[config.mk]
export PLATFORM = sky130hd
export DESIGN_NAME = waveform_meter
export DESIGN_NICKNAME = d
export VERILOG_FILES = /design/src/rtl/waveform_meter_pkg.sv /design/src/rtl/waveform_meter_sync_edge_detect.sv /design/src/rtl/waveform_meter.sv
export SDC_FILE = /design/constraint.sdc
export NUM_CORES = 1
export LEC_CHECK = 0
export BUFFER_PORTS_ARGS = -buffer_cell sky130_fd_sc_hd__buf_4
export CORE_AREA = 3 3 119 121
export DETAILED_ROUTE_END_ITERATION = 7
export DIE_AREA = 0 0 122 124
export PLACE_DENSITY_LB_ADDON = 0.3
export SYNTH_ARGS = -nofsm -noshare
export SYNTH_HDL_FRONTEND = slang
export SYNTH_SLANG_ARGS = --single-unit
[constraint.sdc]
create_clock -name clock -period 5.8 [get_ports clock]
set_input_delay 0 -clock clock [delete_from_list [all_inputs] [get_ports clock]]
set_output_delay 0 -clock clock [all_outputs]
set_load 0.05 [all_outputs]
[src/rtl/waveform_meter_pkg.sv]
// Shared types and default sizing for the waveform meter.
package waveform_meter_pkg;

  // Measurement FSM: idle until a rise, then track the high and low phases.
  typedef enum logic [1:0] {
    StIdle = 2'd0,
    StHigh = 2'd1,
    StLow  = 2'd2
  } meter_state_e;

  localparam int unsigned CntWDefault       = 16;
  localparam int unsigned SyncStagesDefault = 2;
  localparam int unsigned TimeoutDefault    = 1024;

endpackage

[src/rtl/waveform_meter_sync_edge_detect.sv]
// Synchronizes an asynchronous level and flags its rising and falling edges.
module waveform_meter_sync_edge_detect #(
  parameter int unsigned SYNC_STAGES = 2
) (
  input  logic clock,
  input  logic reset_n,
  input  logic d_async,
  output logic level,
  output logic rise,
  output logic fall
);

  logic [SYNC_STAGES-1:0] sync_q;
  logic                   level_d_q;

  // Synchronizer chain plus one extra flop holding the previous synced level.
  always_ff @(posedge clock) begin
    if (!reset_n) begin
      sync_q    <= '0;
      level_d_q <= 1'b0;
    end else begin
      sync_q    <= {sync_q[SYNC_STAGES-2:0], d_async};
      level_d_q <= sync_q[SYNC_STAGES-1];
    end
  end

  assign level = sync_q[SYNC_STAGES-1];
  assign rise  = level & ~level_d_q;
  assign fall  = ~level & level_d_q;

endmodule

[src/rtl/waveform_meter.sv]
// Measures high time, low time and period of an asynchronous waveform in
// clock cycles, and flags a waveform that stops toggling.
module waveform_meter
  import waveform_meter_pkg::*;
#(
  parameter int unsigned CNT_W       = CntWDefault,
  parameter int unsigned SYNC_STAGES = SyncStagesDefault,
  parameter int unsigned TIMEOUT     = TimeoutDefault
) (
  input  logic             clock,
  input  logic             reset_n,
  input  logic             enable,
  input  logic             sig_in,
  output logic             meas_valid,
  output logic [CNT_W-1:0] high_time,
  output logic [CNT_W-1:0] low_time,
  output logic [CNT_W:0]   period,
  output logic             meas_sat,
  output logic             stuck,
  output logic             stuck_level
);

  // Timeout counter is sized from TIMEOUT alone so it never limits CNT_W.
  localparam int unsigned        TcntW    = (TIMEOUT > 2) ? $clog2(TIMEOUT) : 1;
  localparam logic [TcntW-1:0]   TcntLast = TcntW'(TIMEOUT - 1);
  localparam logic [CNT_W-1:0]   CntMax   = {CNT_W{1'b1}};

  logic level, rise, fall;

  meter_state_e     state_q, state_d;
  logic [CNT_W-1:0] hcnt_q, hcnt_d;
  logic [CNT_W-1:0] lcnt_q, lcnt_d;
  logic [TcntW-1:0] tcnt_q, tcnt_d;
  logic             sat_q, sat_d;
  logic [CNT_W-1:0] high_q, high_d;
  logic [CNT_W-1:0] low_q, low_d;
  logic [CNT_W:0]   period_q, period_d;
  logic             msat_q, msat_d;
  logic             valid_q, valid_d;
  logic             stuck_q, stuck_d;
  logic             slevel_q, slevel_d;

  waveform_meter_sync_edge_detect #(
    .SYNC_STAGES(SYNC_STAGES)
  ) u_sync (
    .clock  (clock),
    .reset_n(reset_n),
    .d_async(sig_in),
    .level  (level),
    .rise   (rise),
    .fall   (fall)
  );

  // Next-state logic: enable low overrides everything, an edge beats a timeout.
  always_comb begin
    state_d  = state_q;
    hcnt_d   = hcnt_q;
    lcnt_d   = lcnt_q;
    tcnt_d   = tcnt_q;
    sat_d    = sat_q;
    high_d   = high_q;
    low_d    = low_q;
    period_d = period_q;
    msat_d   = msat_q;
    valid_d  = 1'b0;
    stuck_d  = stuck_q;
    slevel_d = slevel_q;

    if (!enable) begin
      state_d = StIdle;
      hcnt_d  = '0;
      lcnt_d  = '0;
      tcnt_d  = '0;
      sat_d   = 1'b0;
    end else begin
      if (rise || fall) begin
        stuck_d = 1'b0;
      end
      case (state_q)
        StIdle: begin
          if (rise) begin
            state_d = StHigh;
            hcnt_d  = CNT_W'(1);
            lcnt_d  = '0;
            tcnt_d  = '0;
            sat_d   = 1'b0;
          end
        end
        StHigh: begin
          if (fall) begin
            state_d = StLow;
            lcnt_d  = CNT_W'(1);
            tcnt_d  = '0;
          end else if (tcnt_q == TcntLast) begin
            state_d  = StIdle;
            stuck_d  = 1'b1;
            slevel_d = level;
            hcnt_d   = '0;
            lcnt_d   = '0;
            tcnt_d   = '0;
            sat_d    = 1'b0;
          end else begin
            if (hcnt_q == CntMax) begin
              sat_d = 1'b1;
            end else begin
              hcnt_d = hcnt_q + CNT_W'(1);
            end
            tcnt_d = tcnt_q + TcntW'(1);
          end
        end
        StLow: begin
          if (rise) begin
            // Rise closes a full period: publish it and start the next high phase.
            state_d  = StHigh;
            high_d   = hcnt_q;
            low_d    = lcnt_q;
            period_d = {1'b0, hcnt_q} + {1'b0, lcnt_q};
            msat_d   = sat_q;
            valid_d  = 1'b1;
            hcnt_d   = CNT_W'(1);
            lcnt_d   = '0;
            tcnt_d   = '0;
            sat_d    = 1'b0;
          end else if (tcnt_q == TcntLast) begin
            state_d  = StIdle;
            stuck_d  = 1'b1;
            slevel_d = level;
            hcnt_d   = '0;
            lcnt_d   = '0;
            tcnt_d   = '0;
            sat_d    = 1'b0;
          end else begin
            if (lcnt_q == CntMax) begin
              sat_d = 1'b1;
            end else begin
              lcnt_d = lcnt_q + CNT_W'(1);
            end
            tcnt_d = tcnt_q + TcntW'(1);
          end
        end
        default: begin
          state_d = StIdle;
        end
      endcase
    end
  end

  // State and result registers with synchronous active-low reset.
  always_ff @(posedge clock) begin
    if (!reset_n) begin
      state_q  <= StIdle;
      hcnt_q   <= '0;
      lcnt_q   <= '0;
      tcnt_q   <= '0;
      sat_q    <= 1'b0;
      high_q   <= '0;
      low_q    <= '0;
      period_q <= '0;
      msat_q   <= 1'b0;
      valid_q  <= 1'b0;
      stuck_q  <= 1'b0;
      slevel_q <= 1'b0;
    end else begin
      state_q  <= state_d;
      hcnt_q   <= hcnt_d;
      lcnt_q   <= lcnt_d;
      tcnt_q   <= tcnt_d;
      sat_q    <= sat_d;
      high_q   <= high_d;
      low_q    <= low_d;
      period_q <= period_d;
      msat_q   <= msat_d;
      valid_q  <= valid_d;
      stuck_q  <= stuck_d;
      slevel_q <= slevel_d;
    end
  end

  assign meas_valid  = valid_q;
  assign high_time   = high_q;
  assign low_time    = low_q;
  assign period      = period_q;
  assign meas_sat    = msat_q;
  assign stuck       = stuck_q;
  assign stuck_level = slevel_q;

endmodule

==> metrics.yaml, run 1 <==
status:
  status: "complete, no violations"
timing:
  setup_tns_ns: 0
  clock_skew_ns: 0.00727
  whs_ns: 0.451
  rsz0062_at_grt: "no"
  fin_crit_sh_pct: 43.7
  hold_violations: 0
  timing.final.ws_setup_ns: 3.27
  slew_headroom_pct: 37.0
  tightest_slew_ns: 0.943
  slew_violations: 0
  period_minus_slack_ns: 2.53
  setup_viol: 0
  fmax_ghz: 0.395
setup_path:
  regToRegSetupSlack_ns: 3.27
  cp.required_ns: 6.02
  reg2regPathDepth: 8
  crit_chain: "ha_1 > fa_1 > a21o_1 > a221oi_1 > a21o_1 > o31a_1 > nand2b_1 > a221oi_1"
  slowest_stage: "a221oi_1"
  arrival_ns: 2.76
  start_kind: "flop"
  crit_type: "flop to flop"
  cp-end-kind: "flop"
  r2r-end: "period[16]$_SDFFE_PN0P_"
  slowest_delay_ns: 0.44
  crit-reg2reg-launch: "hcnt_q[0]$_SDFFE_PN0P_"
  crit_fanout: 8
yosys:
  synth.yosys.warnings: 0
  synthAdderAreaFrac_pct: 6.36
  yosysTopAreaCell: "dfxtp_1"
  synthCells: 660
  syn_nets: 690
  ys_top_cells_by_area: "dfxtp_1 39%, a21oi_1 8.3%, nand2_1 8.3%"
  synth_edf_count: 0
  synth_top_area_share_pct: 38.7
  synth_compound_area_share_pct: 19.5
  synth_simple_gate_area_share_pct: 27.1
  avgSynthCellArea_um2: 7.93
  ys.flop_type: "dfxtp_1"
  netlist_area_um2: 5230
  synth_mux_area_share_pct: 0.574
  ys_seq_area_share_pct: 38.7
  synth_top_family_by_area: "simple AND/OR/NAND/NOR gates"
  synth_seq_cells: 101
  synth_cell_types: 62
  post_synth_xor_area_fraction_pct: 4.35
  async_reset_ff_share_pct: 0
route:
  num_vias: 4973
  routedWlPerCell_um: 16.4
  first_pass_iters: 5
  drt-vias-per-instance: 5.62
  drc: 0
  totalWireLength_um: 14500
  ant_nets: 0
  drtIter0Drc: 544
floorplan:
  initial_core_util_pct: 39.7
  coreArea_um2: 13200
  rows: 42
  ioPinCount: 57
  die_h_um: 124
  die-width_um: 122
  dieArea_um2: 15100
cts:
  clockBufferDepth: 2
  insertion_delay_ns: 0.36
  clkTransAtPathRegs_ns: 0.07
  cts-root-buf: "clkbuf_16"
  htree_levels: 3
  cts_tree: "yes"
  numCtsBuffers: 9
  cts_resized: 0
  numClockSinks: 101
grt:
  antenna_found_initial: 0
  grt-ovfl-total: 0
  grt_max_degree: 54
  grt_pass1_vias: 4746
  gr-usage-all-layers_pct: 19.9
  grt_pass1_wl_um: 23900
pwr:
  switchingPower_uw: 322
  pwr_density_cell_nw_per_um2: 217
  pwr-share-comb_pct: 3.7
  power.internal_uw: 1000
  switching_share_pct: 24.3
  clockPowerShare_pct: 43.6
  p_leak_uw: 0.00228
  ir_drop_mv: 0.129
  seq_power_share_pct: 52.6
placed_design:
  pre_cts_slack_ns: 3.34
  hpwl_um: 10500
  gp_congestion: 0.914
  io_buffers: 56
worst_hold_path:
  hold_path.class: "flop to flop"
  whs_path_depth: 2
  hp-start: "period[6]$_SDFFE_PN0P_"
  hold_end: "period[6]$_SDFFE_PN0P_"
cells_and_area:
  mostFrequentLayoutCell: "nand2_1"
  fillerInstances: 1335
  utilization_pct: 46.1
  areaGrowthSynthToFinish_pct: 16.3
  layout_common_cells: "115 x nand2_1, 101 x dfxtp_1, 87 x a21oi_1"
  antenna_cells: 0
  drive_gt1_share_pct: 12.7
  final_nets: 734
job:
  maxCapViolations: 0
sequential cells by signal, indices dropped and copies added (netlist names):
signal and flops:
hcnt_q 16, high_time 16, lcnt_q 16, low_time 16, meas_sat 1, meas_valid 1, period 17, sat_q 1
state_q 2, stuck 1, stuck_level 1, tcnt_q 10, u_sync.level_d_q 1, u_sync.sync_q 2
routing by layer:
| layer | vias up | share of wire (%) | GRT usage (%) |
|---|---|---|---|
| met5 | - | 0 | 0 |
| met2 | 191 | 44 | 30.6 |
| met1 | 2308 | 46 | 26.2 |
| met3 | 37 | 6.5 | 4.13 |
| met4 | 0 | 3.7 | 10.9 |
| li1 | 2437 | - | - |
power groups by stage:
| stage | registers, uW | logic [uW] | clock network [uW] |
|---|---|---|---|
| 2_1_floorplan | 712 | 33.1 | 0 |
| 3_3_place_gp | 712 | 46.0 | 0 |
| 3_5_place_dp | 712 | 46.8 | 0 |
| 4_1_cts | 696 | 49.0 | 586 |
| 5_1_grt | 696 | 55.1 | 616 |
| 6_report | 696 | 49.5 | 577 |
timing repair:
item / CTS / global route
hold buffers: 4 / 0
buffers inserted: 0 / 0
endpoints found under the hold margin: 5 / 0
synthesized netlist by cell type (all sizes together) (2+ instances only):
cell type	instances
nand2	117
dfxtp	101
a21oi	87
nor2	51
o21ai	31
nand3	30
ha	25
clkbuf	20
nand4	19
xor2	18
inv	16
nor3	16
and2	13
and3	12
a31oi	10
buf	9
or4	9
a21o	8
xnor2	8
a211oi	6
or3	6
and4	4
nand2b	4
mux2i	3
nor2b	3
o211ai	3
o21a	3
o21bai	3
a221oi	2
a41oi	2
nor4	2
o2111ai	2
o31ai	2
worst max-delay path, delay by kind of cell, from the launching register on:
family | cells | cell delay [ns]
AOI/OAI and AO/OA | 5 | 1.22
adders and majority gates | 2 | 0.67
DFF | 1 | 0.39
and+or+nand+nor | 1 | 0.11
cells by family (layout without fill, tap and decap cells):
kind of cell | count (synthesis) | in the layout
xor+xnor | 26 | 26
compound gates | 171 | 171
fa+ha+maj | 26 | 26
buf+inv | 45 | 94
flops | 101 | 101
simple gates | 288 | 288
mux | 3 | 3
worst max-delay path by stage:
| stage | from | endpoint | slack [ns] | depth (start not counted) |
|---|---|---|---|---|
| final | hcnt_q[0]$_SDFFE_PN0P_ | period[16]$_SDFFE_PN0P_ | 3.27 | 8 |
| after global routing | state_q[1]$_SDFFE_PN0P_ | lcnt_q[9]$_SDFFE_PN0P_ | 3.12 | 8 |
| after CTS | hcnt_q[0]$_SDFFE_PN0P_ | period[16]$_SDFFE_PN0P_ | 3.31 | 8 |
| after detailed placement | hcnt_q[0]$_SDFFE_PN0P_ | period[16]$_SDFFE_PN0P_ | 3.34 | 8 |
| after global placement | hcnt_q[0]$_SDFFE_PN0P_ | period[16]$_SDFFE_PN0P_ | 3.41 | 8 |
| after floorplan | hcnt_q[0]$_SDFFE_PN0P_ | period[16]$_SDFFE_PN0P_ | 3.59 | 8 |
cell type report:
class                           instances  area (um^2)  share of cell area, %
Clock buffer                            9          225                   3.70
Inverter                               16         60.1                  0.987
Timing Repair Buffer                   62          475                   7.81
Multi-Input combinational cell        514         3030                   49.8
Clock inverter                          7         50.0                  0.823
Sequential cell                       101         2020                   33.2
Tap cell                              176          220                   3.62
per-stage QoR:
step                      total power, uW  std cells  instance area [um^2]
after floorplan                       745        660                  5230
after global placement                758        865                  5770
after detailed placement              759        865                  5770
after CTS                            1330        885                  6080
after global routing                 1370        885                  6080
final                                1320        885                  6080
(Power assumes the default switching activity.)
==> run 2: changes to the inputs <==
clock period = 2.5 ns   (was 5.8 ns; I/O delays follow)
==> metrics.yaml, run 2 (synthesis gave the netlist of run 1 again) <==
route:
  routedWlPerCell_um: 16.9  # +3.6%
  drt-vias-per-instance: 5.61  # -0.21%
  first_pass_iters: 5  # unchanged
  drtIter0Drc: 454  # -17%
  num_vias: 5125  # +3.1%
  totalWireLength_um: 15500  # +7.0%
  ant_nets: 0  # unchanged
  drc: 0  # unchanged
floorplan:
  die_h_um: 124  # unchanged
  ioPinCount: 57  # unchanged
  rows: 42  # unchanged
  dieArea_um2: 15100  # unchanged
  die-width_um: 122  # unchanged
  coreArea_um2: 13200  # unchanged
  initial_core_util_pct: 39.7  # unchanged
setup_path:
  arrival_ns: 2.59  # -0.17 ns
  crit_top_cell: "o21ai_0"
  cp_num_buf_inv: 0  # unchanged
  crit_chain: "ha_1 > a21oi_1 > o21ai_0 > or4_1 > o21ai_0 > nand4_1 > o211ai_1"
  slowest_delay_ns: 0.49  # +0.05 ns
  crit_fanout: 7  # -1
  regToRegSetupSlack_ns: 0.19  # -3.07 ns
  cp.required_ns: 2.79  # -3.23 ns
  cp_top_family: "compound AO/OA/AOI/OAI gates"
  r2r-end: "period[13]$_SDFFE_PN0P_"
  crit_type: "flop to flop"
  slowest_stage: "or4_1"
  crit-reg2reg-launch: "lcnt_q[8]$_SDFFE_PN0P_"
  start_kind: "flop"
  reg2regPathDepth: 7  # -1
  cp-end-kind: "flop"
placed_design:
  dpl.cell_count: 894  # +3.4%
  pre_cts_slack_ns: 0.199  # -3.14 ns
  hpwl_um: 11600  # +10%
  io_buffers: 56  # unchanged
  gp_congestion: 0.920  # +0.61%
timing:
  setup_tns_ns: 0  # unchanged
  hold_violations: 0  # unchanged
  slew_violations: 0  # unchanged
  clock_skew_ns: 0.00751  # +0.000240 ns
  rsz0062_at_grt: "no"
  timing.final.ws_setup_ns: 0.195  # -3.07 ns
  setup_viol: 0  # unchanged
  tightest_slew_ns: 0.703  # -0.239 ns
  fin_crit_sh_pct: 92.2  # +49 points
  period_minus_slack_ns: 2.31  # -0.229 ns
  fmax_ghz: 0.434  # +9.9%
  slew_headroom_pct: 53.0  # +16 points
worst_hold_path:
  hold_end: "period[4]$_SDFFE_PN0P_"
  whs_path_depth: 2  # unchanged
  hold_path.class: "flop to flop"
  hp-start: "period[4]$_SDFFE_PN0P_"
cts:
  insertion_delay_ns: 0.36  # about the same
  htree_levels: 3  # unchanged
  clkTransAtPathRegs_ns: 0.08  # about the same
  cts-root-buf: "clkbuf_16"
  numCtsBuffers: 9  # unchanged
  cts_tree: "yes"
  numClockSinks: 101  # unchanged
  clockBufferDepth: 2  # unchanged
cells_and_area:
  antenna_cells: 0  # unchanged
  layoutNonFillerInstCount: 914  # +3.3%
  final_nets: 763  # +4.0%
  areaGrowthSynthToFinish_pct: 20.9
  multi_input_area_um2: 3040  # +0.29%
  seqCellArea_um2: 2020  # unchanged
  fillerInstances: 1338  # +0.22%
  mostFrequentLayoutCell: "nand2_1"
  largest_reg_flops: 17  # unchanged
  layout_common_cells: "115 x nand2_1, 101 x dfxtp_1, 87 x a21oi_1, 87 x buf_4, 48 x nor2_1"
  drive_gt1_share_pct: 16.4  # +3.7 points
pwr:
  seq_power_share_pct: 51.5  # -1.1 points
  switching_share_pct: 25.0  # +0.67 points
  pwr-share-comb_pct: 4.1  # +0.4 points
  power.internal_uw: 2350  # +130%
  pwr_density_cell_nw_per_um2: 495  # +130%
  p_leak_uw: 0.00244  # +6.8%
  clockPowerShare_pct: 44.4  # +0.8 points
  ir_drop_mv: 0.280  # +120%
  switchingPower_uw: 783  # +140%
grt:
  antenna_found_initial: 0  # unchanged
  gr-usage-all-layers_pct: 20.8  # +0.90 points
  grt-ovfl-total: 0  # unchanged
  grt_pass1_wl_um: 24900  # +4.2%
  grt_pass1_vias: 4861  # +2.4%
  grt_max_degree: 30  # -44%
job:
  maxCapViolations: 0  # unchanged
status:
  status: "complete, no violations"
==> run 2: worst max path at each step <==
stage / startpoint / endpoint / depth (start not counted)
final: lcnt_q[8]$_SDFFE_PN0P_ / period[13]$_SDFFE_PN0P_ / 7
after CTS: state_q[1]$_SDFFE_PN0P_ / lcnt_q[9]$_SDFFE_PN0P_ / 8
after global placement: state_q[1]$_SDFFE_PN0P_ / lcnt_q[9]$_SDFFE_PN0P_ / 8
after detailed placement: state_q[1]$_SDFFE_PN0P_ / lcnt_q[9]$_SDFFE_PN0P_ / 8
after global routing: hcnt_q[0]$_SDFFE_PN0P_ / period[16]$_SDFFE_PN0P_ / 8
after floorplan: hcnt_q[0]$_SDFFE_PN0P_ / period[16]$_SDFFE_PN0P_ / 8
==> run 2: cell type report <==
class / instances / area share, %
Tap cell: 176 / 3.48
Timing Repair Buffer: 91 / 11.0
Multi-Input combinational cell: 514 / 48.1
Inverter: 16 / 0.950
Sequential cell: 101 / 32.0
Clock inverter: 7 / 0.989
Clock buffer: 9 / 3.56
==> run 2: through the flow <==
step | utilization [%] | cell area (um^2) | power (uW) | hold slack [ns]
2_1_floorplan | - | 5230 | 1730 | 0.127
3_3_place_gp | 45.4 | 5990 | 1770 | 0.211
3_5_place_dp | 45.4 | 5990 | 1770 | 0.213
4_1_cts | 47.9 | 6310 | 3150 | 0.454
5_1_grt | 47.9 | 6320 | 3230 | 0.471
6_report | 47.9 | 6320 | 3130 | 0.453
==> run 2: routing by layer <==
metal,track usage [%],part of all wire [%]
met3,3.45,5.9
met4,7.63,1.3
met2,35.1,48
met1,27.0,45
met5,0,0
==> run 2: timing repair <==
action                                  4_1_cts  5_1_grt
endpoints found under the setup margin        0        2
gates resized for setup                       0        2
hold buffers                                  4        0
hold endpoints to repair                      4        0
buffers inserted                              0        0
==> run 2: worst reg2reg max path, stage by stage (launching register included) <==
cell	delay, ns
dfxtp_1	0.47
ha_1	0.35
a21oi_1	0.17
o21ai_0	0.16
or4_1	0.49
o21ai_0	0.34
nand4_1	0.15
o211ai_1	0.12
==> run 2: power groups by stage <==
stage	Sequential (uW)	Clock [uW]	Combinational, uW
2_1_floorplan	1650	0	76.8
3_3_place_gp	1650	0	118
3_5_place_dp	1650	0	121
4_1_cts	1610	1410	126
5_1_grt	1610	1480	141
6_report	1610	1390	129
